--- src/rtl/rev_alu_pkg.sv ---
// Shared opcode and state encodings for the bit-serial reversible ALU.
package rev_alu_pkg;

  typedef logic [1:0] state_t;

  localparam logic [2:0] OP_ADD    = 3'd0;
  localparam logic [2:0] OP_SUB    = 3'd1;
  localparam logic [2:0] OP_AND    = 3'd2;
  localparam logic [2:0] OP_OR     = 3'd3;
  localparam logic [2:0] OP_XOR    = 3'd4;
  localparam logic [2:0] OP_XNOR   = 3'd5;
  localparam logic [2:0] OP_PASS_A = 3'd6;
  localparam logic [2:0] OP_NOT_A  = 3'd7;

  localparam state_t ST_IDLE = 2'd0;
  localparam state_t ST_RUN  = 2'd1;
  localparam state_t ST_DONE = 2'd2;

  function automatic logic is_arith(input logic [2:0] op_in);
    return (op_in[2:1] == 2'b00);
  endfunction

endpackage

--- src/rtl/dpgGate.sv ---
// Double Peres gate; with d = 0 it is a reversible full adder (r = sum, s = carry).
module dpgGate (
  input  logic a,
  input  logic b,
  input  logic c,
  input  logic d,
  output logic p,
  output logic q,
  output logic r,
  output logic s
);
  assign p = a;
  assign q = a ^ b;
  assign r = a ^ b ^ c;
  assign s = (((a ^ b) & c) ^ (a & b)) ^ d;
endmodule

--- src/rtl/feyGate.sv ---
// Feynman (CNOT) gate: p = a, q = a ^ b.
module feyGate (
  input  logic a,
  input  logic b,
  output logic p,
  output logic q
);
  assign p = a;
  assign q = a ^ b;
endmodule

--- src/rtl/fredGate.sv ---
// Fredkin (controlled swap) gate: a selects whether b and c are exchanged.
module fredGate (
  input  logic a,
  input  logic b,
  input  logic c,
  output logic p,
  output logic q,
  output logic r
);
  assign p = a;
  assign q = (~a & b) | (a & c);
  assign r = (~a & c) | (a & b);
endmodule

--- src/rtl/rev_alu_slice.sv ---
// One-bit ALU slice built only from reversible gates; output chosen by a Fredkin mux tree.
module rev_alu_slice
  import rev_alu_pkg::*;
(
  input  logic       a,
  input  logic       b,
  input  logic       cin,
  input  logic [2:0] op,
  output logic       y,
  output logic       cout
);

  logic w_sum, w_and, w_or, w_xor, w_xnor, w_not_a;
  logic w_m0, w_m1, w_m2, w_m3, w_n0, w_n1;
  logic [19:0] w_g;

  dpgGate u_add (.a(a), .b(b), .c(cin), .d(1'b0),
                 .p(w_g[0]), .q(w_g[1]), .r(w_sum), .s(cout));
  tofGate u_and (.a(a), .b(b), .c(1'b0), .p(w_g[2]), .q(w_g[3]), .r(w_and));
  feyGate u_xor (.a(a), .b(b), .p(w_g[4]), .q(w_xor));
  // a ^ b ^ (a & b) is OR, reusing the XOR as the Toffoli target
  tofGate u_or (.a(a), .b(b), .c(w_xor), .p(w_g[5]), .q(w_g[6]), .r(w_or));
  feyGate u_xnor (.a(1'b1), .b(w_xor), .p(w_g[7]), .q(w_xnor));
  feyGate u_nota (.a(a), .b(1'b1), .p(w_g[8]), .q(w_not_a));

  fredGate u_m0 (.a(op[0]), .b(w_sum), .c(w_sum),   .p(w_g[9]),  .q(w_m0), .r(w_g[10]));
  fredGate u_m1 (.a(op[0]), .b(w_and), .c(w_or),    .p(w_g[11]), .q(w_m1), .r(w_g[12]));
  fredGate u_m2 (.a(op[0]), .b(w_xor), .c(w_xnor),  .p(w_g[13]), .q(w_m2), .r(w_g[14]));
  fredGate u_m3 (.a(op[0]), .b(a),     .c(w_not_a), .p(w_g[15]), .q(w_m3), .r(w_g[16]));
  fredGate u_n0 (.a(op[1]), .b(w_m0),  .c(w_m1),    .p(w_g[17]), .q(w_n0), .r(w_g[18]));
  fredGate u_n1 (.a(op[1]), .b(w_m2),  .c(w_m3),    .p(w_g[19]), .q(w_n1), .r());
  fredGate u_y  (.a(op[2]), .b(w_n0),  .c(w_n1),    .p(),        .q(y),    .r());

  logic w_unused;
  assign w_unused = ^w_g;

endmodule

--- src/rtl/tofGate.sv ---
// Toffoli gate: r = c ^ (a & b), controls pass through.
module tofGate (
  input  logic a,
  input  logic b,
  input  logic c,
  output logic p,
  output logic q,
  output logic r
);
  assign p = a;
  assign q = b;
  assign r = c ^ (a & b);
endmodule

--- src/rtl/rev_alu_serial_ctrl.sv ---
// Bit-serial sequencer: steps the reversible slice LSB first and assembles result/flags.
module rev_alu_serial_ctrl
  import rev_alu_pkg::*;
#(
  parameter int WIDTH = 16,
  parameter int CNT_W = $clog2(WIDTH)
) (
  input  logic             clk,
  input  logic             rst_n,
  input  logic             in_valid,
  output logic             in_ready,
  input  logic [2:0]       op,
  input  logic [WIDTH-1:0] a,
  input  logic [WIDTH-1:0] b,
  output logic             out_valid,
  input  logic             out_ready,
  output logic [WIDTH-1:0] result,
  output logic             carry,
  output logic             zero,
  output logic             ovf,
  output logic             busy
);

  // state   | meaning
  // IDLE    | waiting for in_valid, operands latched on accept
  // RUN     | one operand bit per cycle through the slice
  // DONE    | result/flags presented until out_ready

  state_t           r_state, w_state_nxt;
  logic [2:0]       r_op;
  logic [WIDTH-1:0] r_a, r_b, r_shift, r_result;
  logic [CNT_W-1:0] r_idx;
  logic             r_cy, r_carry, r_zero, r_ovf;

  logic             w_a_bit, w_b_bit, w_y, w_cout, w_last, w_arith;
  logic [WIDTH-1:0] w_res_nxt;

  assign w_arith   = is_arith(r_op);
  assign w_a_bit   = r_a[r_idx];
  assign w_b_bit   = r_b[r_idx] ^ (r_op == OP_SUB);
  assign w_last    = (r_idx == CNT_W'(WIDTH - 1));
  assign w_res_nxt = {w_y, r_shift[WIDTH-1:1]};

  rev_alu_slice u_slice (
    .a    (w_a_bit),
    .b    (w_b_bit),
    .cin  (r_cy),
    .op   (r_op),
    .y    (w_y),
    .cout (w_cout)
  );

  always_ff @(posedge clk) begin
    if (!rst_n) r_state <= ST_IDLE;
    else        r_state <= w_state_nxt;
  end

  always_comb begin
    w_state_nxt = r_state;
    case (r_state)
      ST_IDLE: if (in_valid)  w_state_nxt = ST_RUN;
      ST_RUN:  if (w_last)    w_state_nxt = ST_DONE;
      ST_DONE: if (out_ready) w_state_nxt = ST_IDLE;
      default:                w_state_nxt = ST_IDLE;
    endcase
  end

  always_comb begin
    in_ready  = (r_state == ST_IDLE);
    out_valid = (r_state == ST_DONE);
    busy      = (r_state != ST_IDLE);
  end

  always_ff @(posedge clk) begin
    if (!rst_n) begin
      r_op     <= OP_ADD;
      r_a      <= '0;
      r_b      <= '0;
      r_idx    <= '0;
      r_cy     <= 1'b0;
      r_shift  <= '0;
      r_result <= '0;
      r_carry  <= 1'b0;
      r_zero   <= 1'b0;
      r_ovf    <= 1'b0;
    end else begin
      case (r_state)
        ST_IDLE: begin
          if (in_valid) begin
            r_op  <= op;
            r_a   <= a;
            r_b   <= b;
            r_idx <= '0;
            r_cy  <= (op == OP_SUB);
          end
        end
        ST_RUN: begin
          r_shift <= w_res_nxt;
          if (w_arith) r_cy <= w_cout;
          // r_cy is the carry into the MSB on the last step
          if (w_last) begin
            r_result <= w_res_nxt;
            r_zero   <= (w_res_nxt == '0);
            r_carry  <= w_arith & w_cout;
            r_ovf    <= w_arith & (r_cy ^ w_cout);
          end else begin
            r_idx <= r_idx + CNT_W'(1);
          end
        end
        default: ;
      endcase
    end
  end

  assign result = r_result;
  assign carry  = r_carry;
  assign zero   = r_zero;
  assign ovf    = r_ovf;

endmodule

--- config.mk ---
export PLATFORM = sky130hd
export DESIGN_NAME = rev_alu_serial_ctrl
export DESIGN_NICKNAME = d
export VERILOG_FILES = /design/src/rtl/rev_alu_pkg.sv /design/src/rtl/dpgGate.sv /design/src/rtl/feyGate.sv /design/src/rtl/fredGate.sv /design/src/rtl/rev_alu_slice.sv /design/src/rtl/tofGate.sv /design/src/rtl/rev_alu_serial_ctrl.sv
export SDC_FILE = /design/constraint.sdc
export NUM_CORES = 1
export LEC_CHECK = 0
export CAP_MARGIN = 20
export CORE_MARGIN = 10
export CORE_UTILIZATION = 35
export DETAILED_ROUTE_END_ITERATION = 10
export GPL_TIMING_DRIVEN = 0
export PLACE_DENSITY = 0.57
export SLEW_MARGIN = 10
export SYNTH_ARGS = -nofsm -noshare
export SYNTH_HDL_FRONTEND = slang
export SYNTH_SLANG_ARGS = --single-unit
--- constraint.sdc ---
create_clock -name clk -period 3.6 [get_ports clk]
set_input_delay 0.72 -clock clk [delete_from_list [all_inputs] [get_ports clk]]
set_output_delay 0.72 -clock clk [all_outputs]
set_load 0.02 [all_outputs]
---- Yosys cells after proc, flatten, opt, wreduce, memory -nomap -nowiden ----
Cells that the tools add are included.
storage, ports and cells
  logic and storage cells ................. 83
  output and inout bits ................... 22
  flip-flop bits (word level) ............. 77
cells by class
  bitwise operators ....................... 36
  order comparisons ....................... 1
  $add $sub $neg .......................... 1
  equal/unequal tests ..................... 10
  reduce and logical (&&, ||, !) cells .... 10
  mux-type cells .......................... 14
operators by type and width
  cell                                                                          count
  1-bit AND                                                                     18
  16-bit logical NOT                                                            1
  3-bit AND reduction                                                           3
  1-bit binary-select mux with 4-bit select                                     2
  4-bit two-way mux                                                             2
  2-bit inequality test, second input constant                                  4
  4-bit case mux with 2 select lines                                            1
  1-bit OR                                                                      7
  3-bit by 1-bit equality test with 1-bit output, second input constant         2
  2-bit two-way mux                                                             3
  2-bit case mux with 3 select lines                                            1
  1-bit XOR                                                                     6
  4-bit by 5-bit less-than comparator with 1-bit output, second input constant  1
  1-bit inverter                                                                5
  4-bit by 1-bit adder with 4-bit output, second input constant                 1
  4-bit equality test, second input constant                                    1
  2-bit logical NOT                                                             2
  1-bit two-way mux                                                             4
  2-bit AND reduction                                                           2
  2-bit nonzero test                                                            2
  2-bit by 1-bit equality test with 1-bit output, second input constant         1
  2-bit equality test, second input constant                                    1
  2-bit by 1-bit inequality test with 1-bit output, second input constant       1
  1-bit case mux with 2 select lines                                            1

---- Depth between registers and ports, before layout ----
  word-level depth ........................ 12
  mapped depth ............................ 12

---- Cells and area by module ----
A second synthesis with hierarchy kept.
unflattened totals
  cell total of the unflattened synthesis .. 405
  area total of the unflattened synthesis .. 3554.7 µm²
by module, submodules not included
  module               cells an instance  area each (µm²)  instances
  rev_alu_serial_ctrl  364                3184.3           1
  fredGate             3                  30.0             7
  tofGate              4                  27.5             2
  dpgGate              4                  48.8             1
  feyGate              2                  16.3             3
  rev_alu_slice        2                  7.5              1

---- Worst setup path after synthesis ----
OpenSTA, ideal clock, no wires.
  kind .................................... flip-flop to flip-flop
  start point ............................. reg r_idx[0]
  end point ............................... reg r_result[15] (netlist: result[15])
  stages on the path, launching flop included .. 11
  data arrival time ....................... 2.745 ns
  setup slack ............................. 0.723 ns
  buffers on the path ..................... 1
  library setup time ...................... 0.132 ns
  cell sequence ........................... dfxtp_1 -> buf_4 -> mux4_1 -> mux4_2 -> xnor2_1 -> inv_1 -> fa_1 -> mux2i_1 -> o21a_1 -> a31oi_2 -> a21oi_1
between the ends
  word-level cells in the longest chain between the ends .. 11
  elaborated cells on any way between the ends .. 34
ends and longest elaborated chain
  element                                    line                                        text
  from (decl)                                rev_alu_serial_ctrl.sv:32                   logic [CNT_W-1:0] r_idx;
  from (signal assigned)                     rev_alu_serial_ctrl.sv:107                  r_idx <= r_idx + CNT_W'(1);
  1-bit binary-select mux with 4-bit select  rev_alu_serial_ctrl.sv:40                   assign w_b_bit = r_b[r_idx] ^ (r_op == OP_SUB);
  1-bit two-way mux (not written as such)    rev_alu_serial_ctrl.sv:40
  1-bit XOR                                  rev_alu_serial_ctrl.sv:40
  1-bit XOR or 1-bit AND (tied branches)     dpgGate.sv:14, feyGate.sv:9, tofGate.sv:12
  1-bit XOR, or another cell as far along    dpgGate.sv:14                               assign r = a ^ b ^ c;
  1-bit AND (on tied branches)               --
  1-bit OR (on tied branches)                --
  1-bit AND                                  fredGate.sv:11                              assign q = (~a & b) | (a & c);
  1-bit OR                                   fredGate.sv:11
  1-bit AND                                  fredGate.sv:11
  1-bit OR                                   fredGate.sv:11
  to (signal assigned)                       rev_alu_serial_ctrl.sv:102                  r_result <= w_res_nxt;
  to (decl)                                  rev_alu_serial_ctrl.sv:31                   logic [WIDTH-1:0] r_a, r_b, r_shift, r_result;
Several ways; a longest one is shown, not always the timed one. The select of a mux whose other input is x is not followed.
A chain may end at the register's enable or synchronous reset.

---- Final worst setup path ----
  start point ............................. reg r_idx[0]
  end point ............................... reg r_shift[15]
between the ends
  word-level cells in the longest chain between the ends .. 11
  elaborated cells on any way between the ends .. 32
ends and longest elaborated chain
  element                                    line                                        text
  1-bit binary-select mux with 4-bit select  rev_alu_serial_ctrl.sv:40
  1-bit two-way mux (not written as such)    rev_alu_serial_ctrl.sv:40
  1-bit XOR                                  rev_alu_serial_ctrl.sv:40
  1-bit XOR or 1-bit AND (tied branches)     dpgGate.sv:14, feyGate.sv:9, tofGate.sv:12
  1-bit XOR, or another cell as far along    dpgGate.sv:14
  1-bit AND (on tied branches)               --
  1-bit OR (on tied branches)                --
  1-bit AND                                  fredGate.sv:11
  1-bit OR                                   fredGate.sv:11
  1-bit AND                                  fredGate.sv:11
  1-bit OR (*)                               fredGate.sv:11
  to (signal assigned)                       rev_alu_serial_ctrl.sv:98                   r_shift <= w_res_nxt;
  to (decl)                                  rev_alu_serial_ctrl.sv:31
Every way passes the cells marked *; elsewhere a longest branch is shown, timed or not. The select of a mux whose other input is x is not followed.

==> results.json <==
{
  "clock_latency_ns": 0.34,
  "ff2ff_path_depth": 10,
  "async_reset_ff_share_pct": 0,
  "areaGrowthSynthToFinish_pct": 28.7,
  "die_h_um": 117,
  "drc": 0,
  "outcome": "finished clean",
  "ys_ff_latch": 76,
  "finalNetCount": 499,
  "cts_tree": "done",
  "design.core.area_um2": 9240,
  "crit_path_start": "r_idx[0]",
  "finalSetupViolations": 0,
  "syn_area_um2": 3330,
  "avgSynthCellArea_um2": 8.64,
  "h-tree-depth": 3,
  "start_util_pct": 36.0,
  "finalClockSkew_ns": 0.00954,
  "powerDensity_nw_per_um2": 409,
  "cts.clk_slew.worst_paths_ns": 0.08,
  "cp-start-kind": "register",
  "synth_area_leader_cell": "dfxtp_1",
  "critPathKind": "register to register",
  "cts_root_buf": "clkbuf_8",
  "antenna_found_initial": 0,
  "vias": 2750,
  "layout-drive-gt1-share_pct": 5.42,
  "rr_startpoint": "r_idx[0]",
  "fin_crit_sh_pct": 91.8,
  "worst_setup_path_end_kind": "register",
  "hp-start": "result[9]",
  "vdd_drop_max_mv": 0.178,
  "wire_per_inst_um": 14.4,
  "routed_via_density": 4.66,
  "die_w_um": 117,
  "overflow": 0,
  "fmax_mhz": 303,
  "hold_path_class": "register to register",
  "dp_hpwl_mm": 6.24,
  "crit_fanout": 10,
  "grt_pass1_wl_mm": 14.5,
  "final_util_pct": 46.3,
  "whs_ns": 0.453,
  "grt_usage_pct": 12.6,
  "r2r-end": "r_shift[15]",
  "drt_iter0_drc": 118,
  "io_pins": 61,
  "rsz0062_at_grt": "false",
  "critPathRequiredTime_ns": 3.81,
  "finalHoldViolations": 0,
  "cap_violations": 0,
  "cpMaxStageDelayCell": "mux4_1",
  "placementRows": 35,
  "yosysTopAreaCellShare_pct": 45.7,
  "crit_path_max_incr_delay_ns": 0.57,
  "cts_sinks": 76,
  "globalplace.congestion": 0.806,
  "routed_wirelength_mm": 8.49,
  "drtAntennaViolNets": 0,
  "yosysUniqueCellTypes": 35,
  "placed_cell_area_um2": 4090,
  "rrSetupSlack_ns": 0.30,
  "synth_cells": 385,
  "setup_tns_ns": 0,
  "cts_resized": 0,
  "crit_chain": "buf_4 > mux4_1 > mux4_2 > xnor2_1 > inv_1 > fa_1 > mux2i_1 > o21a_1 > a31oi_2 > a21oi_1",
  "cts_inserted_buffers": 9,
  "arrival_ns": 3.51,
  "yosys-top-cells-count": "136 x nand2_1, 76 x dfxtp_1, 64 x a21boi_0",
  "maxSlewHeadroom_pct": 52.0,
  "period_minus_slack_ns": 3.30,
  "clk_path_buf_depth": 2,
  "leakagePower_nw": 1.47,
  "synth_area_leaders": "dfxtp_1 46%, nand2_1 15%, a21boi_0 14%",
  "syn-num-nets": 428,
  "drv_slew": 0,
  "io_buffer_count": 60,
  "dr.pass1.iters": 4,
  "synth.most_common_cell": "nand2_1",
  "fin_area_um2": 4280,
  "synth_edf_count": 0,
  "worst_slew_pin_slew_ns": 0.717,
  "cts_setup_buffers": 0,
  "endpoint": "r_shift[15]",
  "cts_hold_buf": 0,
  "yosysWarnings": 0,
  "ys_seq_area_share_pct": 45.7,
  "synth_ff_type": "dfxtp_1",
  "grt_max_degree": 14,
  "grt_pass1_vias": 2892,
  "die_area_um2": 13800,
  "diodes": 0
}
## critical path: cells and delay by family (launching register included)
family          cells  cell delay (ns)
flops               1             0.40
compound gates      3             0.58
buf+inv             2             0.32
fa+ha+maj           1             0.50
mux                 3             1.15
xor+xnor            1             0.22
## registers in the layout, indices dropped and copies added, names as in the netlist
register,cells
ovf,1
r_op,3
r_idx,4
r_b,16
r_shift,15
r_a,16
r_state,2
carry,1
r_cy,1
zero,1
result,16
## per-stage QoR
step	setup slack, ns	std cells	power, W
after floorplan	0.723	385	0.00104
after global placement	0.368	574	0.00113
after detailed placement	0.346	574	0.00114
after CTS	0.298	590	0.00177
after global routing	0.157	590	0.00185
final	0.296	590	0.00175
## how the worst min path moves through the flow
stage / endpoint / cells after the start
after detailed placement: result[9] / 2
final: result[9] / 2
after global placement: result[9] / 2
after CTS: result[9] / 2
after floorplan: r_b[1] / 2
after global routing: result[9] / 2
## layout make-up
cell class	count	area, um2
clock inverters	6	65.1
flip-flops and latches	76	1520
well taps	129	161
fillers	939	4960
repair buffers	60	601
plain buffers	28	119
inverters	6	22.5
clock buffers	10	128
multi-input cells	275	1660
## report_power, final
part	switching, W	internal [W]	total (W)
Clock	0.000317	0.000321	0.000638
Combinational	0.000117	0.000112	0.000228
Sequential	0.0000176	0.000869	0.000887
## layout by cell type (no fill, tap or decap), drive strengths merged
cell and count:
or2 1, nand4 2, nor2b 5, a32o 1
o311a 1, mux4 7, a2bb2oi 1, a21oi 6
nand3 4, inv 6, nor3 1, clkdlybuf4s50 60
nor4b 1, dfxtp 76, nand2 136, clkbuf 35
xor2 2, buf 3, mux2i 6, and2 3
nor2 8, a32oi 1, fa 1, bufinv 1
a21boi 68, xnor2 4, ha 3, nor4 4
nand2b 2, clkinvlp 1, a31oi 1, o21a 2
clkinv 4, o21ai 4
## cells by family (layout without fill, tap and decap cells)
family	count (synthesis)	after routing	share of synthesized area, %
muxes	13	13	6.88
buffers and inverters	34	110	4.25
adders and majority gates	4	4	1.73
and+or+nand+nor	167	167	20.5
DFF	76	76	45.7
xor gates and xnor gates	6	6	1.58
AOI/OAI and AO/OA	85	85	19.4
## layer usage
metal | up-vias | track usage (%) | wire (um) | part of all wire (%)
li1 | 1427 | - | - | -
met1 | 1269 | 16.6 | 4260 | 50
met2 | 42 | 19.9 | 3890 | 46
met3 | 12 | 2.21 | 198 | 2.3
met4 | 0 | 4.95 | 131 | 1.5
met5 | - | 0 | 0 | 0
(Power assumes the default switching activity.)
